$ cat config.mk
export PLATFORM = sky130hd
export DESIGN_NAME = sensor_image_roi_crop_flat
export DESIGN_NICKNAME = d
export VERILOG_FILES = /design/src/rtl/sensor_image_roi_crop_if.sv /design/src/rtl/sensor_image_roi_crop.sv /design/src/flat_wrapper.sv
export SDC_FILE = /design/constraint.sdc
export NUM_CORES = 1
export LEC_CHECK = 0
export CAP_MARGIN = 25
export CORE_ASPECT_RATIO = 0.7
export CORE_MARGIN = 4
export CORE_UTILIZATION = 45
export CTS_CLUSTER_SIZE = 12
export DETAILED_ROUTE_END_ITERATION = 8
export HOLD_SLACK_MARGIN = 0.02
export PLACE_DENSITY = 0.71
export SYNTH_ARGS = -nofsm -noshare
export SYNTH_HDL_FRONTEND = slang
export SYNTH_SLANG_ARGS = --single-unit
export TNS_END_PERCENT = 20
$ cat constraint.sdc
create_clock -name clk -period 9.4 [get_ports clk]
set_input_delay 2.82 -clock clk [delete_from_list [all_inputs] [get_ports clk]]
set_output_delay 2.82 -clock clk [all_outputs]
set_load 0.03 [all_outputs]
$ cat src/rtl/sensor_image_roi_crop_if.sv
// sensor_image_roi_crop_if
//   Pixel stream bundle used on both sides of the ROI crop.
//   vsync : H = frame valid, L = frame sync
//   href  : H = line valid
//   de    : H = pixel valid
//   data  : pixel data, DATA_WIDTH bits
//   master modport drives the stream, slave modport receives it.
interface sensor_image_roi_crop_if #(
  parameter int DATA_WIDTH = 24
);
  logic                  vsync;
  logic                  href;
  logic                  de;
  logic [DATA_WIDTH-1:0] data;

  modport master (output vsync, output href, output de, output data);
  modport slave  (input  vsync, input  href, input  de, input  data);
endinterface

$ cat src/rtl/sensor_image_roi_crop.sv
// sensor_image_roi_crop
//   Run-time programmable region-of-interest crop for a vsync/href/de
//   pixel stream, with frame-start-synchronised window updates and
//   measurement of the incoming frame size.
// Ports
//   clk, rst_n         pixel clock, asynchronous active-low reset
//   cfg_enable         1 = crop, 0 = bypass
//   cfg_x_start/y_start/h_size/v_size  requested window
//   cfg_update         strobe: capture cfg_* into the pending set
//   image_in           input stream (slave)
//   image_out          cropped stream, registered, 1 clk latency (master)
//   stat_in_hsize      de count of the last line of the previous frame
//   stat_in_vsize      line count of the previous frame
//   stat_valid         one-cycle pulse when stat_* update
module sensor_image_roi_crop #(
  parameter int PIXEL_DATA_WIDTH = 24,
  parameter int POS_WIDTH        = 12
) (
  input  logic                 clk,
  input  logic                 rst_n,
  input  logic                 cfg_enable,
  input  logic [POS_WIDTH-1:0] cfg_x_start,
  input  logic [POS_WIDTH-1:0] cfg_y_start,
  input  logic [POS_WIDTH-1:0] cfg_h_size,
  input  logic [POS_WIDTH-1:0] cfg_v_size,
  input  logic                 cfg_update,
  sensor_image_roi_crop_if.slave  image_in,
  sensor_image_roi_crop_if.master image_out,
  output logic [POS_WIDTH-1:0] stat_in_hsize,
  output logic [POS_WIDTH-1:0] stat_in_vsize,
  output logic                 stat_valid
);

  localparam logic [POS_WIDTH-1:0] POS_MAX = {POS_WIDTH{1'b1}};
  localparam logic [POS_WIDTH-1:0] POS_ONE = {{(POS_WIDTH-1){1'b0}}, 1'b1};

  typedef enum logic [1:0] {
    WAIT_IDLE = 2'd0,
    IDLE      = 2'd1,
    ACTIVE    = 2'd2
  } state_t;

  typedef struct packed {
    logic                 en;
    logic [POS_WIDTH-1:0] xs;
    logic [POS_WIDTH-1:0] ys;
    logic [POS_WIDTH-1:0] hs;
    logic [POS_WIDTH-1:0] vs;
  } win_t;

  state_t                      state_r, state_nx_s;
  win_t                        cfg_in_s, pend_r, act_r;
  logic                        pend_flag_r;
  logic                        vsync_d_r, href_d_r;
  logic                        vs_rise_s, vs_fall_s, href_fall_s;
  logic                        active_s, vsync_ok_s, load_s, stat_take_s;
  logic [POS_WIDTH-1:0]        xpos_r, ypos_r, line_de_r;
  logic [POS_WIDTH:0]          x_end_s, y_end_s;
  logic                        x_in_s, y_in_s, de_s;
  logic [POS_WIDTH-1:0]        vsize_nx_s, hsize_nx_s;
  logic                        out_vsync_r, out_href_r, out_de_r;
  logic [PIXEL_DATA_WIDTH-1:0] out_data_r;
  logic [POS_WIDTH-1:0]        stat_h_r, stat_v_r;
  logic                        stat_valid_r;

  assign cfg_in_s.en = cfg_enable;
  assign cfg_in_s.xs = cfg_x_start;
  assign cfg_in_s.ys = cfg_y_start;
  assign cfg_in_s.hs = cfg_h_size;
  assign cfg_in_s.vs = cfg_v_size;

  assign vs_rise_s   = image_in.vsync & ~vsync_d_r;
  assign vs_fall_s   = ~image_in.vsync & vsync_d_r;
  assign href_fall_s = ~image_in.href & href_d_r;

  // Input history for edge detection.
  always_ff @(posedge clk or negedge rst_n) begin
    if (!rst_n) begin
      vsync_d_r <= 1'b0;
      href_d_r  <= 1'b0;
    end else begin
      vsync_d_r <= image_in.vsync;
      href_d_r  <= image_in.href;
    end
  end

  // Frame state register.
  always_ff @(posedge clk or negedge rst_n) begin
    if (!rst_n) state_r <= WAIT_IDLE;
    else        state_r <= state_nx_s;
  end

  // Next-state logic; WAIT_IDLE drops a frame already running at reset release.
  always_comb begin
    state_nx_s = state_r;
    case (state_r)
      WAIT_IDLE: if (!image_in.vsync) state_nx_s = IDLE;   else state_nx_s = WAIT_IDLE;
      IDLE:      if (vs_rise_s)       state_nx_s = ACTIVE; else state_nx_s = IDLE;
      ACTIVE:    if (vs_fall_s)       state_nx_s = IDLE;   else state_nx_s = ACTIVE;
      default:   state_nx_s = WAIT_IDLE;
    endcase
  end

  // State-decoded controls.
  always_comb begin
    active_s    = 1'b0;
    vsync_ok_s  = 1'b0;
    load_s      = 1'b0;
    stat_take_s = 1'b0;
    case (state_r)
      IDLE: begin
        vsync_ok_s = 1'b1;
        load_s     = vs_rise_s;
      end
      ACTIVE: begin
        active_s    = 1'b1;
        vsync_ok_s  = 1'b1;
        stat_take_s = vs_fall_s;
      end
      default: begin
        active_s    = 1'b0;
        vsync_ok_s  = 1'b0;
      end
    endcase
  end

  // Pending/active window sets; a strobe coincident with frame start goes straight to active.
  always_ff @(posedge clk or negedge rst_n) begin
    if (!rst_n) begin
      pend_r      <= '0;
      act_r       <= '0;
      pend_flag_r <= 1'b0;
    end else begin
      if (cfg_update) pend_r <= cfg_in_s;
      if (load_s) begin
        pend_flag_r <= 1'b0;
        if (cfg_update)       act_r <= cfg_in_s;
        else if (pend_flag_r) act_r <= pend_r;
      end else if (cfg_update) begin
        pend_flag_r <= 1'b1;
      end
    end
  end

  // Position counters (saturating); line_de_r keeps the last completed line length.
  always_ff @(posedge clk or negedge rst_n) begin
    if (!rst_n) begin
      xpos_r    <= '0;
      ypos_r    <= '0;
      line_de_r <= '0;
    end else begin
      if (!image_in.href)                      xpos_r <= '0;
      else if (image_in.de && xpos_r != POS_MAX) xpos_r <= xpos_r + POS_ONE;
      if (!active_s)                           ypos_r <= '0;
      else if (href_fall_s && ypos_r != POS_MAX) ypos_r <= ypos_r + POS_ONE;
      if (!active_s)        line_de_r <= '0;
      else if (href_fall_s) line_de_r <= xpos_r;
    end
  end

  // Window test on pre-increment counters, one bit wider so start+size cannot wrap.
  assign x_end_s = {1'b0, act_r.xs} + {1'b0, act_r.hs};
  assign y_end_s = {1'b0, act_r.ys} + {1'b0, act_r.vs};

  always_comb begin
    if (act_r.en) begin
      x_in_s = (xpos_r >= act_r.xs) && ({1'b0, xpos_r} < x_end_s);
      y_in_s = (ypos_r >= act_r.ys) && ({1'b0, ypos_r} < y_end_s);
    end else begin
      x_in_s = 1'b1;
      y_in_s = 1'b1;
    end
  end

  assign de_s = image_in.de & active_s & y_in_s & x_in_s;

  // Frame size at vsync fall: a line still open (or just closing) has not been counted yet.
  always_comb begin
    if ((href_d_r || image_in.href) && ypos_r != POS_MAX) vsize_nx_s = ypos_r + POS_ONE;
    else                                                  vsize_nx_s = ypos_r;
    if (href_fall_s) hsize_nx_s = xpos_r;
    else             hsize_nx_s = line_de_r;
  end

  // Registered outputs.
  always_ff @(posedge clk or negedge rst_n) begin
    if (!rst_n) begin
      out_vsync_r  <= 1'b0;
      out_href_r   <= 1'b0;
      out_de_r     <= 1'b0;
      out_data_r   <= '0;
      stat_h_r     <= '0;
      stat_v_r     <= '0;
      stat_valid_r <= 1'b0;
    end else begin
      out_vsync_r  <= image_in.vsync & vsync_ok_s;
      out_href_r   <= image_in.href & active_s & y_in_s;
      out_de_r     <= de_s;
      out_data_r   <= de_s ? image_in.data : '0;
      stat_valid_r <= stat_take_s;
      if (stat_take_s) begin
        stat_h_r <= hsize_nx_s;
        stat_v_r <= vsize_nx_s;
      end
    end
  end

  assign image_out.vsync = out_vsync_r;
  assign image_out.href  = out_href_r;
  assign image_out.de    = out_de_r;
  assign image_out.data  = out_data_r;
  assign stat_in_hsize   = stat_h_r;
  assign stat_in_vsize   = stat_v_r;
  assign stat_valid      = stat_valid_r;

endmodule

$ cat src/flat_wrapper.sv
// flat-port wrapper written by rule: the top's interface ports become plain ports
module sensor_image_roi_crop_flat 
#(
  parameter int PIXEL_DATA_WIDTH = 24,
  parameter int POS_WIDTH        = 12
)
  (clk, rst_n, cfg_enable, cfg_x_start, cfg_y_start, cfg_h_size, cfg_v_size, cfg_update, stat_in_hsize, stat_in_vsize, stat_valid, image_in_vsync, image_in_href, image_in_de, image_in_data, image_out_vsync, image_out_href, image_out_de, image_out_data);
  sensor_image_roi_crop_if #(.DATA_WIDTH(24)) image_in_i ();
  sensor_image_roi_crop_if #(.DATA_WIDTH(24)) image_out_i ();
  input  logic clk;
  input  logic rst_n;
  input  logic cfg_enable;
  input  logic [POS_WIDTH-1:0] cfg_x_start;
  input  logic [POS_WIDTH-1:0] cfg_y_start;
  input  logic [POS_WIDTH-1:0] cfg_h_size;
  input  logic [POS_WIDTH-1:0] cfg_v_size;
  input  logic cfg_update;
  output logic [POS_WIDTH-1:0] stat_in_hsize;
  output logic [POS_WIDTH-1:0] stat_in_vsize;
  output logic stat_valid;
  input wire logic [$bits(image_in_i.vsync)-1:0] image_in_vsync;
  input wire logic [$bits(image_in_i.href)-1:0] image_in_href;
  input wire logic [$bits(image_in_i.de)-1:0] image_in_de;
  input wire logic [$bits(image_in_i.data)-1:0] image_in_data;
  output wire logic [$bits(image_out_i.vsync)-1:0] image_out_vsync;
  output wire logic [$bits(image_out_i.href)-1:0] image_out_href;
  output wire logic [$bits(image_out_i.de)-1:0] image_out_de;
  output wire logic [$bits(image_out_i.data)-1:0] image_out_data;
  assign image_in_i.vsync = image_in_vsync;
  assign image_in_i.href = image_in_href;
  assign image_in_i.de = image_in_de;
  assign image_in_i.data = image_in_data;
  assign image_out_vsync = image_out_i.vsync;
  assign image_out_href = image_out_i.href;
  assign image_out_de = image_out_i.de;
  assign image_out_data = image_out_i.data;
  sensor_image_roi_crop #(.PIXEL_DATA_WIDTH(PIXEL_DATA_WIDTH), .POS_WIDTH(POS_WIDTH)) u_core (.clk(clk), .rst_n(rst_n), .cfg_enable(cfg_enable), .cfg_x_start(cfg_x_start), .cfg_y_start(cfg_y_start), .cfg_h_size(cfg_h_size), .cfg_v_size(cfg_v_size), .cfg_update(cfg_update), .image_in(image_in_i), .image_out(image_out_i), .stat_in_hsize(stat_in_hsize), .stat_in_vsize(stat_in_vsize), .stat_valid(stat_valid));
endmodule
Yosys cells after proc, flatten, opt, wreduce, memory -nomap -nowiden
Index checks and enable logic that the tools add are counted.

Bits in registers: 191. Word-level logic and storage cells: 83.

Add/subtract/negate cells: 4. Magnitude comparators: 4. Eq/ne operators: 6. Muxes and demuxes: 22. Bitwise logic cells: 12. Reduce and logical (&&, ||, !) cells: 11.

Operators with widths (number): $mux W49 (2); $mux W12 (7); $add A12 B12 Y13 (2); $lt A12 B13 Y1 (2); $add A12 B1 Y12 const B (2); $ge A12 B12 Y1 (2); $mux W24 (1); $ne A12 B12 Y1 const B (2); $and A1 B1 Y1 (9); $mux W1 (9); $pmux W2 S3 (1); $logic_and A1 B1 Y1 (5); $mux W2 (2); $reduce_bool A2 Y1 (2); $not A1 Y1 (3); $eq A2 B1 Y1 const B (1); $eq A2 B2 Y1 const B (1); $logic_not A2 Y1 (1); $ne A2 B1 Y1 const B (1); $ne A2 B2 Y1 const B (1); $reduce_and A2 Y1 (1); $reduce_or A2 Y1 (1); $logic_or A1 B1 Y1 (1).

Longest topological paths before layout
Gate-level depths: netlist (run 1).

Depth in word-level cells: 7. Depth in mapped cells: 17. Mapped depth without buffers: 16.

Worst setup path before layout (run 1)
OpenSTA, ideal clock, no wires.

Path type: input to register. Start point: input cfg_update. End point: register u_core.act_r[0] in the netlist's numbering. Data arrival time: 4092 ps. Data required time: 9275 ps. Path slack: 5184 ps. Cell stages on the path: 5. Path buffers: 2. Cell sequence: clkbuf_1 -> nor2_1 -> nor3_2 -> clkbuf_1 -> mux2_2.

Word-level cells in the longest chain between the ends: 2. Elaborated cells on any way between the ends: 3. Classes of those cells: 1 x mux; 2 x reduce/logical.

Ends and longest elaborated chain: from (decl) (line flat_wrapper.sv:17) `input logic cfg_update;`; $reduce_bool A2 Y1 (no source line); $reduce_and A2 Y1 (no source line); to (signal assigned) (line sensor_image_roi_crop.sv:137) `if (cfg_update) act_r <= cfg_in_s;`; to (signal assigned) (line sensor_image_roi_crop.sv:138) `else if (pend_flag_r) act_r <= pend_r;`; to (decl) (line sensor_image_roi_crop.sv:52) `win_t cfg_in_s, pend_r, act_r;`.

Parallel ways exist; a longest one is shown, timed or not. A chain may end at the register's enable or synchronous reset.

Worst setup path after layout (run 1)
Start point: input image_in_de. End point: register u_core.out_data_r[19] (netlist: u_core.image_out.data[19]).

Word-level cells in the longest chain between the ends: 4.

Ends and longest elaborated chain: from (decl) (line flat_wrapper.sv:23) `input wire logic [$bits(image_in_i.de)-1:0] image_in_de;`; $and A1 B1 Y1 (3 in a row) (line sensor_image_roi_crop.sv:175) `assign de_s = image_in.de & active_s & y_in_s & x_in_s;`; $mux W24 (line sensor_image_roi_crop.sv:199) `out_data_r <= de_s ? image_in.data : '0;`; to (signal assigned) (line sensor_image_roi_crop.sv:199); to (decl) (line sensor_image_roi_crop.sv:62) `logic [PIXEL_DATA_WIDTH-1:0] out_data_r;`.

No other way between the ends.

==> results of run 1 <==
-- registers in the layout, summed over array words and instances (netlist names), 2 cells and up --
name and flops:
u_core.line_de_r 12, u_core.act_r 49, u_core.pend_r 49, u_core.state_r 2
u_core.stat_in_hsize 12, u_core.image_out.data 24, u_core.ypos_r 12, u_core.xpos_r 12
u_core.stat_in_vsize 12
-- metrics by stage --
stage                     power [uW]  worst slack, ns  util, %
after global placement          2310             4.13     53.0
final                           3150             4.50     56.1
after floorplan                 2010             5.18        -
after CTS                       3160             4.53     56.0
after detailed placement        2350             4.09     53.0
after global routing            3380             4.31     56.1
-- kinds of logic after synthesis --
logic type / after synthesis / share of synthesized area (%)
flip-flops: 191 / 47.6
XOR/XNOR: 43 / 3.75
buffers and inverters: 79 / 3.40
multiplexers: 90 / 9.91
adder cells (fa/ha/maj): 78 / 9.87
AO/OA/AOI/OAI: 212 / 13.3
AND/OR/NAND/NOR: 225 / 12.2
-- critical path, stage by stage --
cell and delay (ns):
clkdlybuf4s50_1 0.58, and2_1 0.78, o21ai_0 0.24, a211oi_2 0.19, buf_4 0.31, o211ai_1 0.15
o21ai_1 0.17
-- final timing paths --
| kind | slack (ns) | endpoint | startpoint |
|---|---|---|---|
| max | 4.50 | u_core.image_out.data[19] | image_in_de |
| min | 0.49 | u_core.stat_in_vsize[8] | u_core.stat_in_vsize[8] |
| max reg2reg | 5.47 | u_core.image_out.data[19] | u_core.act_r[36] |
| min reg2reg | 0.49 | u_core.stat_in_vsize[8] | u_core.stat_in_vsize[8] |
| max in group asynchronous | 5.62 | u_core.image_out.vsync | rst_n |
| min in group asynchronous | 2.50 | u_core.pend_r[20] | rst_n |
-- synth_stat cells (all sizes together), types with 6 or more instances --
| library cell | instances | share of area [%] |
|---|---|---|
| mux2 | 75 | 8.4 |
| and3 | 8 | 0.52 |
| and2 | 22 | 1.4 |
| nand3 | 12 | 0.70 |
| clkbuf | 23 | 0.86 |
| a21oi | 28 | 1.4 |
| nor3 | 8 | 0.50 |
| nor2 | 26 | 0.97 |
| xor2 | 23 | 2.0 |
| mux2i | 15 | 1.5 |
| inv | 38 | 1.4 |
| ha | 76 | 9.5 |
| nand2 | 76 | 2.8 |
| a211oi | 7 | 0.57 |
| o211ai | 29 | 2.2 |
| nor2b | 18 | 1.1 |
| dfrtp | 191 | 48 |
| nand4 | 6 | 0.50 |
| nand3b | 27 | 2.0 |
| xnor2 | 20 | 1.7 |
| a21o | 14 | 1.0 |
| buf | 18 | 1.1 |
| o21ai | 97 | 4.8 |
| or3 | 6 | 0.42 |
-- power breakdown --
| part | internal [uW] | total [uW] | leakage, uW | switching [uW] |
|---|---|---|---|---|
| logic | 574 | 1290 | 0.00256 | 717 |
| clock network | 472 | 789 | 0.000316 | 317 |
| registers | 969 | 1070 | 0.00245 | 105 |
-- routing by layer --
metal  wire length [um]  GRT usage, %  share of wire, %  up-vias
li1                   -             -                 -     3507
met5                  0             0                 0        -
met2               8910          24.5                39      160
met4                186          4.31              0.82        0
met1              12500          30.6                55     3441
met3               1060          4.01               4.7       17
-- area by class of cell --
class / instances / area (um^2)
Sequential cell: 191 / 4780
Clock inverter: 10 / 173
Clock buffer: 22 / 474
Fill cell: 1818 / 9560
Multi-Input combinational cell: 648 / 4920
Inverter: 38 / 143
Tap cell: 282 / 353
Timing Repair Buffer: 139 / 1380
==> out/qor.yml, run 1 <==
sta:
  drv_slew: 0
  max_slew.worst_pin.slew_ns: 0.999
  finalHoldViolations: 0
  fin_tns_setup_ns: 0
  rsz0062_at_grt: "false"
  fmax_ghz: 0.204
  finalCritPeriodShare_pct: 52.2
  hold_ws_ns: 0.488
  fin_skew_ns: 0.00933
  max_slew_margin_pct: 33.4
  setup_viol: 0
  min_period_ns: 4.90
drt:
  vias: 7125
  wl_per_cell_um: 17.1
  first_pass_iters: 5
  routed_wl_um: 22700
  drt_iter0_drc: 548
  viasPerCell: 5.36
  ant_nets: 0
  drc: 0
yosys:
  async_flop_share_pct: 100
  synth-edff-count: 0
  ys_ff_latch: 191
  yosys_warnings: 0
  synth_ff_type: "dfrtp_1"
  syn_area_per_cell_um2: 10.9
  synthCells: 918
  seq_area_frac_synth_pct: 47.6
  yosysUniqueCellTypes: 64
  syn_nets: 1075
  syn-cell-area_mm2: 0.0100
grt:
  antenna_found_initial: 0
  grt_pass1_wl_um: 37800
  grt_max_degree: 116
  grt_pass1_vias: 7092
  grt_overflow_total: 0
  grt_use_total_pct: 18.6
placed_design:
  dp_hpwl_um: 15900
  dp_cells: 1297
  dpl_cell_area_mm2: 0.0116
  routabilityCongestion: 0.873
  port_buffers: 130
clocking:
  clkLatencyLatePin_ns: 0.43
  cts.sinks: 191
  cts_max_path_buffers: 2
  path_clk_slew_ns: 0.07
  cts_hold_buffers: 0
  cts_tree: "done"
  cts-root-buf: "clkbuf_16"
  post_cts_resize_count: 0
  cts_setup_buffers: 0
  cts_max_level: 4
  cts_made_buffers: 17
floorplanning:
  die_y_um: 133
  coreArea_mm2: 0.0218
  die-area_mm2: 0.0248
  rows: 45
  die_w_um: 187
  start_util_pct: 46.1
  io_pins: 131
setup_path:
  crit_fanout: 25
  path_class: "in -> reg"
  rr_worst_depth: 13
  cp.arrival_ns: 5.26
  endpoint_kind: "register"
  crit_path_start_kind: "input pin"
  worstPathRequired_ns: 9.76
power:
  peakVddDrop_mv: 0.143
  p_per_area_mw_per_mm2: 258
  power.leakage_uw: 0.00533
cells_and_area:
  final_cells: 1330
  final_area_mm2: 0.0122
  nNetsFinal: 1192
  final_cell_mix: "191 x dfrtp_1, 128 x clkdlybuf4s50_1, 76 x nand2_1, 76 x ha_1, 75 x mux2_2"
  diodes: 0
  post_route_cells_drive_above_1_share_pct: 12.9
  final_common_cell: "dfrtp_1"
  area_delta_synth_final_pct: 21.8
outcome:
  status: "finished, final reports clean"
flow_run:
  cap_violations: 0
worst_hold_path:
  hp-class: "reg -> reg"
  hold_depth: 1
No activity file was read; power rests on OpenSTA's default activity.
==> run 2: changes to the inputs <==
==> constraint.sdc (replaced) <==
create_clock -name clk -period 5 [get_ports clk]
set_input_delay 1.5 -clock clk [delete_from_list [all_inputs] [get_ports clk]]
set_output_delay 1.5 -clock clk [all_outputs]
set_load 0.03 [all_outputs]
==> run 2 against run 1 <==
  * Clock-buffer cell count down 1
  * Non-clock buffer count up 2
  * Sequential power up 89%
  * Utilization about the same
  * Cell count increased by 0.15%
  * Final area hardly changed
  * Register-to-register slack worse by 4.1 ns
  * Via count grew 1.0%
  * Critical path type is now reg -> reg
==> out/qor.yml, run 2 (synthesized netlist as in run 1, its figures left out) <==
clocking:
  cts-root-buf: "clkbuf_16"
  cts_max_path_buffers: 2  # unchanged
  path_clk_slew_ns: 0.07  # about the same
  post_cts_resize_count: 0  # unchanged
  cts_max_level: 4  # unchanged
  cts.sinks: 191  # unchanged
  cts_made_buffers: 17  # unchanged
  clkLatencyLatePin_ns: 0.43  # about the same
  cts_hold_buffers: 0  # unchanged
  cts_setup_buffers: 0  # unchanged
  cts_tree: "done"
setup_path:
  rr_worst_depth: 17  # +4
  worstPathRequired_ns: 5.28  # -4.48 ns
  cp.arrival_ns: 3.89  # -1.37 ns
  r2r_end: "u_core.image_out.de"
  crit_path_start_kind: "register"
  path_class: "reg -> reg"
  r2r_start: "u_core.act_r[0]"
  crit_fanout: 26  # +4.0%
  endpoint_kind: "register"
  ff2ff_setup_slack_ns: 1.39  # -4.08 ns
sta:
  finalHoldViolations: 0  # unchanged
  finalCritPeriodShare_pct: 72.2
  max_slew.worst_pin.slew_ns: 0.998  # -0.00111 ns
  fin_tns_setup_ns: 0  # unchanged
  rsz0062_at_grt: "false"
  fin_ws_ns: 1.39  # -3.11 ns
  fin_skew_ns: 0.00970  # +0.000374 ns
  setup_viol: 0  # unchanged
  hold_ws_ns: 0.473  # -0.0152 ns
  min_period_ns: 3.61
  drv_slew: 0  # unchanged
  fmax_ghz: 0.277
  max_slew_margin_pct: 33.5  # +0.074 points
cells_and_area:
  final_common_cell: "dfrtp_1"
  post_route_cells_drive_above_1_share_pct: 13.1  # +0.26 points
  final_cell_mix: "191 x dfrtp_1, 128 x clkdlybuf4s50_1, 76 x nand2_1, 76 x ha_1, 75 x mux2_2"
  regArea_mm2: 0.00478  # unchanged
  area_delta_synth_final_pct: 21.8  # about the same
  multiInputGateArea_mm2: 0.00492  # unchanged
  fin_util_pct: 56.1  # about the same
  final.fill_count: 1836  # +0.99%
  diodes: 0  # unchanged
  nNetsFinal: 1194  # +0.17%
worst_hold_path:
  hp-class: "reg -> reg"
  min_from: "u_core.stat_in_vsize[8]"
  hold_depth: 1  # unchanged
  whs_endpoint: "u_core.stat_in_vsize[8]"
placed_design:
  routabilityCongestion: 0.855  # -2.0%
  port_buffers: 130  # unchanged
  dp_hpwl_um: 16200  # +2.2%
  dp_slack_ns: 1.43  # -2.66 ns
floorplanning:
  start_util_pct: 46.1  # unchanged
  die_y_um: 133  # unchanged
  rows: 45  # unchanged
  io_pins: 131  # unchanged
  coreArea_mm2: 0.0218  # unchanged
  die-area_mm2: 0.0248  # unchanged
  die_w_um: 187  # unchanged
outcome:
  status: "finished, final reports clean"
drt:
  vias: 7199  # +1.0%
  ant_nets: 0  # unchanged
  viasPerCell: 5.40  # +0.89%
  drt_iter0_drc: 449  # -18%
  drc: 0  # unchanged
  wl_per_cell_um: 17.3  # +1.2%
  routed_wl_um: 23000  # +1.3%
  first_pass_iters: 7  # +2
grt:
  grt_pass1_vias: 7044  # -0.68%
  grt_pass1_wl_um: 37800  # +0.16%
  grt_max_degree: 108  # -6.9%
  grt_overflow_total: 0  # unchanged
  grt_use_total_pct: 18.7  # +0.064 points
  antenna_found_initial: 0  # unchanged
power:
  totalPowerFinal_uw: 5890  # +87%
  power.leakage_uw: 0.00533  # about the same
  p_per_area_mw_per_mm2: 482  # +87%
  peakVddDrop_mv: 0.237  # +65%
flow_run:
  cap_violations: 0  # unchanged
run 2: changes by cell type in the layout (fill, tap and decap cells not counted):
cell	previous run	this run
clkinv_2	0	2
buf_12	1	2
buf_4	8	9
bufinv_16	4	3
clkbuf_1	2	1
clkinv_4	3	2
clkinvlp_4	0	1
run 2: critical path, cell delays in order (launching register included):
cell	delay, ns
dfrtp_1	0.39
ha_1	0.24
inv_1	0.08
fa_1	0.21
nor2b_1	0.07
o31a_1	0.27
o211ai_1	0.24
nand2b_1	0.08
a21oi_1	0.20
xor2_1	0.11
ha_1	0.32
a21o_1	0.12
a21oi_1	0.08
a221oi_1	0.27
o21ai_1	0.13
o221ai_2	0.17
buf_4	0.31
o22ai_1	0.15
run 2: power by group:
group	total (uW)	leakage (uW)	internal, uW	switching [uW]
clock network	1440	0.000304	833	603
logic	2440	0.00258	1090	1350
registers	2020	0.00245	1820	196
total	5890	0.00533	3740	2150
run 2: layout make-up:
type                            instances  area share (%)
Clock buffer                           21            3.85
Clock inverter                         11            1.24
Inverter                               38            1.17
Multi-Input combinational cell        648            40.3
Sequential cell                       191            39.1
Tap cell                              282            2.89
Timing Repair Buffer                  141            11.5
run 2: metal layers:
metal / part of all wire [%] / GRT usage, %
met1: 55 / 30.8
met2: 39 / 24.4
met3: 4.3 / 3.96
met4: 1.1 / 4.68
met5: 0 / 0
run 2: worst max path at each step:
| stage | slack, ns | to | from |
|---|---|---|---|
| final | 1.39 | u_core.image_out.de | u_core.act_r[0] |
| after global routing | 1.13 | u_core.image_out.de | u_core.act_r[0] |
| after detailed placement | 1.43 | u_core.image_out.data[16] | image_in_de |
| after global placement | 1.50 | u_core.image_out.data[2] | image_in_de |
| after CTS | 1.41 | u_core.image_out.de | u_core.act_r[0] |
| after floorplan | 1.75 | u_core.image_out.data[4] | u_core.act_r[36] |
run 2: per-stage QoR:
stage                     cell area [um^2]  cells
after floorplan                      10000    918
after detailed placement             11600   1300
final                                12200   1332
after global routing                 12200   1332
after global placement               11600   1300
after CTS                            12200   1332
==> run 3: changes to the inputs <==
--- a/config.mk
+++ b/config.mk
@@ -12,7 +12,7 @@
 export CTS_CLUSTER_SIZE = 12
 export DETAILED_ROUTE_END_ITERATION = 8
 export HOLD_SLACK_MARGIN = 0.02
-export PLACE_DENSITY = 0.71
+export PLACE_DENSITY = 0.74
 export SYNTH_ARGS = -nofsm -noshare
 export SYNTH_HDL_FRONTEND = slang
 export SYNTH_SLANG_ARGS = --single-unit
==> constraint.sdc (replaced) <==
create_clock -name clk -period 3.2 [get_ports clk]
set_input_delay 0.96 -clock clk [delete_from_list [all_inputs] [get_ports clk]]
set_output_delay 0.96 -clock clk [all_outputs]
set_load 0.03 [all_outputs]
==> run 3 against run 2 <==
  * The run now ends with setup timing left
  * Cell count rose by 2.3%
  * Combinational power rose by 75%
  * Maximum frequency rose by 6.3%
  * Register-to-register slack got worse by 1.6 ns
  * Utilization rose by 1.8 points
  * Clock power rose by 47%
  * Global-route usage rose by 1.1 points
  * Die area did not move
  * Non-clock buffer count rose by 30
  * Via count rose by 2.6%
==> out/qor.yml, run 3 (synthesized netlist as in run 1, its figures left out) <==
clocking:
  cts.sinks: 191  # unchanged
  path_clk_slew_ns: 0.07  # about the same
  cts_tree: "done"
  cts-root-buf: "clkbuf_16"
  cts_made_buffers: 17  # unchanged
  clkLatencyLatePin_ns: 0.44  # about the same
  cts_max_path_buffers: 2  # unchanged
  cts_max_level: 4  # unchanged
sta:
  rsz0062_at_grt: "true"
  min_period_ns: 3.40  # -0.214 ns
  drv_slew: 0  # unchanged
  setup_viol: 26  # +26
  fin_ws_ns: -0.195  # -1.59 ns
  finalCritPeriodShare_pct: 106  # +34 points
  fmax_ghz: 0.295  # +6.3%
  fin_skew_ns: 0.0111  # +0.00144 ns
  hold_ws_ns: 0.477  # +0.00369 ns
  finalHoldViolations: 0  # unchanged
  max_slew.worst_pin.slew_ns: 0.672  # -0.326 ns
  max_slew_margin_pct: 55.1  # +22 points
cells_and_area:
  regArea_mm2: 0.00478  # about the same
  final_cell_mix: "190 x dfrtp_1, 128 x clkdlybuf4s50_1, 76 x nand2_1, 75 x mux2_2, 72 x ha_1"
  area_delta_synth_final_pct: 25.7
  final.fill_count: 1799  # -2.0%
  final_common_cell: "dfrtp_1"
  diodes: 0  # unchanged
  post_route_cells_drive_above_1_share_pct: 17.7  # +4.5 points
  nNetsFinal: 1224  # +2.5%
  multiInputGateArea_mm2: 0.00504  # +2.4%
  final_cells: 1362  # +2.3%
grt:
  grt_overflow_total: 0  # unchanged
  grt_pass1_vias: 7521  # +6.8%
  grt_pass1_wl_um: 39700  # +5.0%
  grt_use_total_pct: 19.8  # +1.1 points
  use_met1_pct: 30.1  # -0.64 points
  grt_busiest_layer: "met1"
  use_met2_pct: 27.7  # +3.3 points
  antenna_found_initial: 2  # +2
  met3_usage_pct: 6.65  # +2.7 points
  grt_max_degree: 73  # -32%
setup_path:
  crit_fanout: 26  # unchanged
  endpoint_kind: "register"
  cp.arrival_ns: 3.68  # -0.21 ns
  path_class: "reg -> reg"
  crit_path_start_kind: "register"
  worstPathRequired_ns: 3.49  # -1.79 ns
floorplanning:
  io_pins: 131  # unchanged
  rows: 45  # unchanged
  coreArea_mm2: 0.0218  # unchanged
  start_util_pct: 46.1  # unchanged
  die_w_um: 187  # unchanged
  die_y_um: 133  # unchanged
  die-area_mm2: 0.0248  # unchanged
drt:
  ant_nets: 0  # unchanged
  drt_iter0_drc: 422  # -6.0%
  viasPerCell: 5.42  # +0.31%
  first_pass_iters: 6  # -1
  drc: 0  # unchanged
  wl_per_cell_um: 17.7  # +2.3%
  vias: 7384  # +2.6%
  routed_wl_um: 24100  # +4.6%
power:
  peakVddDrop_mv: 0.420  # +78%
  power.leakage_uw: 0.00550  # +3.3%
  p_per_area_mw_per_mm2: 757  # +57%
worst_hold_path:
  hp-class: "reg -> reg"
flow_run:
  cap_violations: 0  # unchanged
placed_design:
  port_buffers: 130  # unchanged
  dp_hpwl_um: 17500  # +8.0%
  routabilityCongestion: 0.904  # +5.7%
  dp_cells: 1325  # +1.9%
  dp_slack_ns: -0.223  # -1.65 ns
outcome:
  violations: "setup timing"
  status: "finished, violations left"
==> run 3: cell types whose count changed in the layout (fill, tap and decap cells not counted), moves of 3 or more <==
| cell | previous run | this run |
|---|---|---|
| buf_4 | 9 | 31 |
| ha_4 | 0 | 3 |
| ha_1 | 76 | 72 |
| buf_12 | 2 | 7 |
| o21ai_2 | 0 | 5 |
| a211oi_2 | 1 | 4 |
| o21ai_0 | 68 | 61 |
| a211oi_1 | 6 | 3 |
| clkbuf_8 | 4 | 1 |
==> run 3: routing by layer <==
metal  routed length (um)  up-vias  part of all wire, %
li1                     -     3563                    -
met1                12200     3570                   51
met2                 9760      228                   41
met3                 1980       19                  8.2
met4                  140        4                 0.58
met5                   21        -                0.087
==> run 3: report_power, final <==
part | switching, uW | total, uW | internal [uW]
registers | 323 | 3170 | 2850
clock network | 1010 | 2110 | 1100
logic | 2230 | 4270 | 2040
total | 3560 | 9550 | 5990
==> run 3: worst paths after layout <==
| kind | depth (start not counted) | slack [ns] | startpoint | to |
|---|---|---|---|---|
| worst max register to register | 17 | -0.20 | u_core.act_r[24] | u_core.image_out.de |
| min in group asynchronous | 1 | 0.54 | rst_n | u_core.stat_in_vsize[4] |
| worst max-delay path | 17 | -0.20 | u_core.act_r[24] | u_core.image_out.de |
| worst min register to register | 1 | 0.48 | u_core.stat_in_vsize[8] | u_core.stat_in_vsize[8] |
| worst min-delay path | 1 | 0.48 | u_core.stat_in_vsize[8] | u_core.stat_in_vsize[8] |
| max in group asynchronous | 2 | 2.01 | rst_n | u_core.pend_r[34] |
==> run 3: final cells by class <==
cell class | count | share of cell area [%]
clock inverter | 14 | 1.20
sequential | 191 | 37.9
inverter | 38 | 1.13
tap | 282 | 2.80
multi-input combinational | 648 | 39.9
clock buffer | 18 | 3.40
timing repair buffer | 171 | 13.7
==> run 3: metrics by stage <==
| stage | utilization [%] | setup TNS, ns | cell area (um^2) | total power (uW) |
|---|---|---|---|---|
| 5_1_grt | 57.9 | -8.97 | 12600 | 10300 |
| 3_5_place_dp | 54.4 | -4.77 | 11900 | 7170 |
| 6_report | 57.9 | -4.04 | 12600 | 9550 |
| 2_1_floorplan | - | -0.941 | 10000 | 5890 |
| 3_3_place_gp | 54.4 | -2.35 | 11900 | 7060 |
| 4_1_cts | 57.7 | -3.08 | 12600 | 9460 |
==> run 3: worst max-delay path: stages, from the launching register on <==
cell	delay [ns]
dfrtp_1	0.42
ha_4	0.19
inv_2	0.05
fa_2	0.21
nor2b_2	0.05
o31a_1	0.26
o211ai_1	0.28
nand2b_1	0.11
a21oi_2	0.17
xor2_1	0.09
ha_1	0.31
a21o_1	0.14
a21oi_2	0.08
a221oi_2	0.26
o21ai_2	0.11
o221ai_2	0.22
buf_12	0.21
o22ai_1	0.10
==> run 3: repair_timing <==
action                     4_1_cts  5_1_grt
pin swaps                       14        8
setup endpoints to repair       26       26
cloned                           1        0
hold buffers                     0        0
gates resized for setup         23       12
setup buffers                    3        1
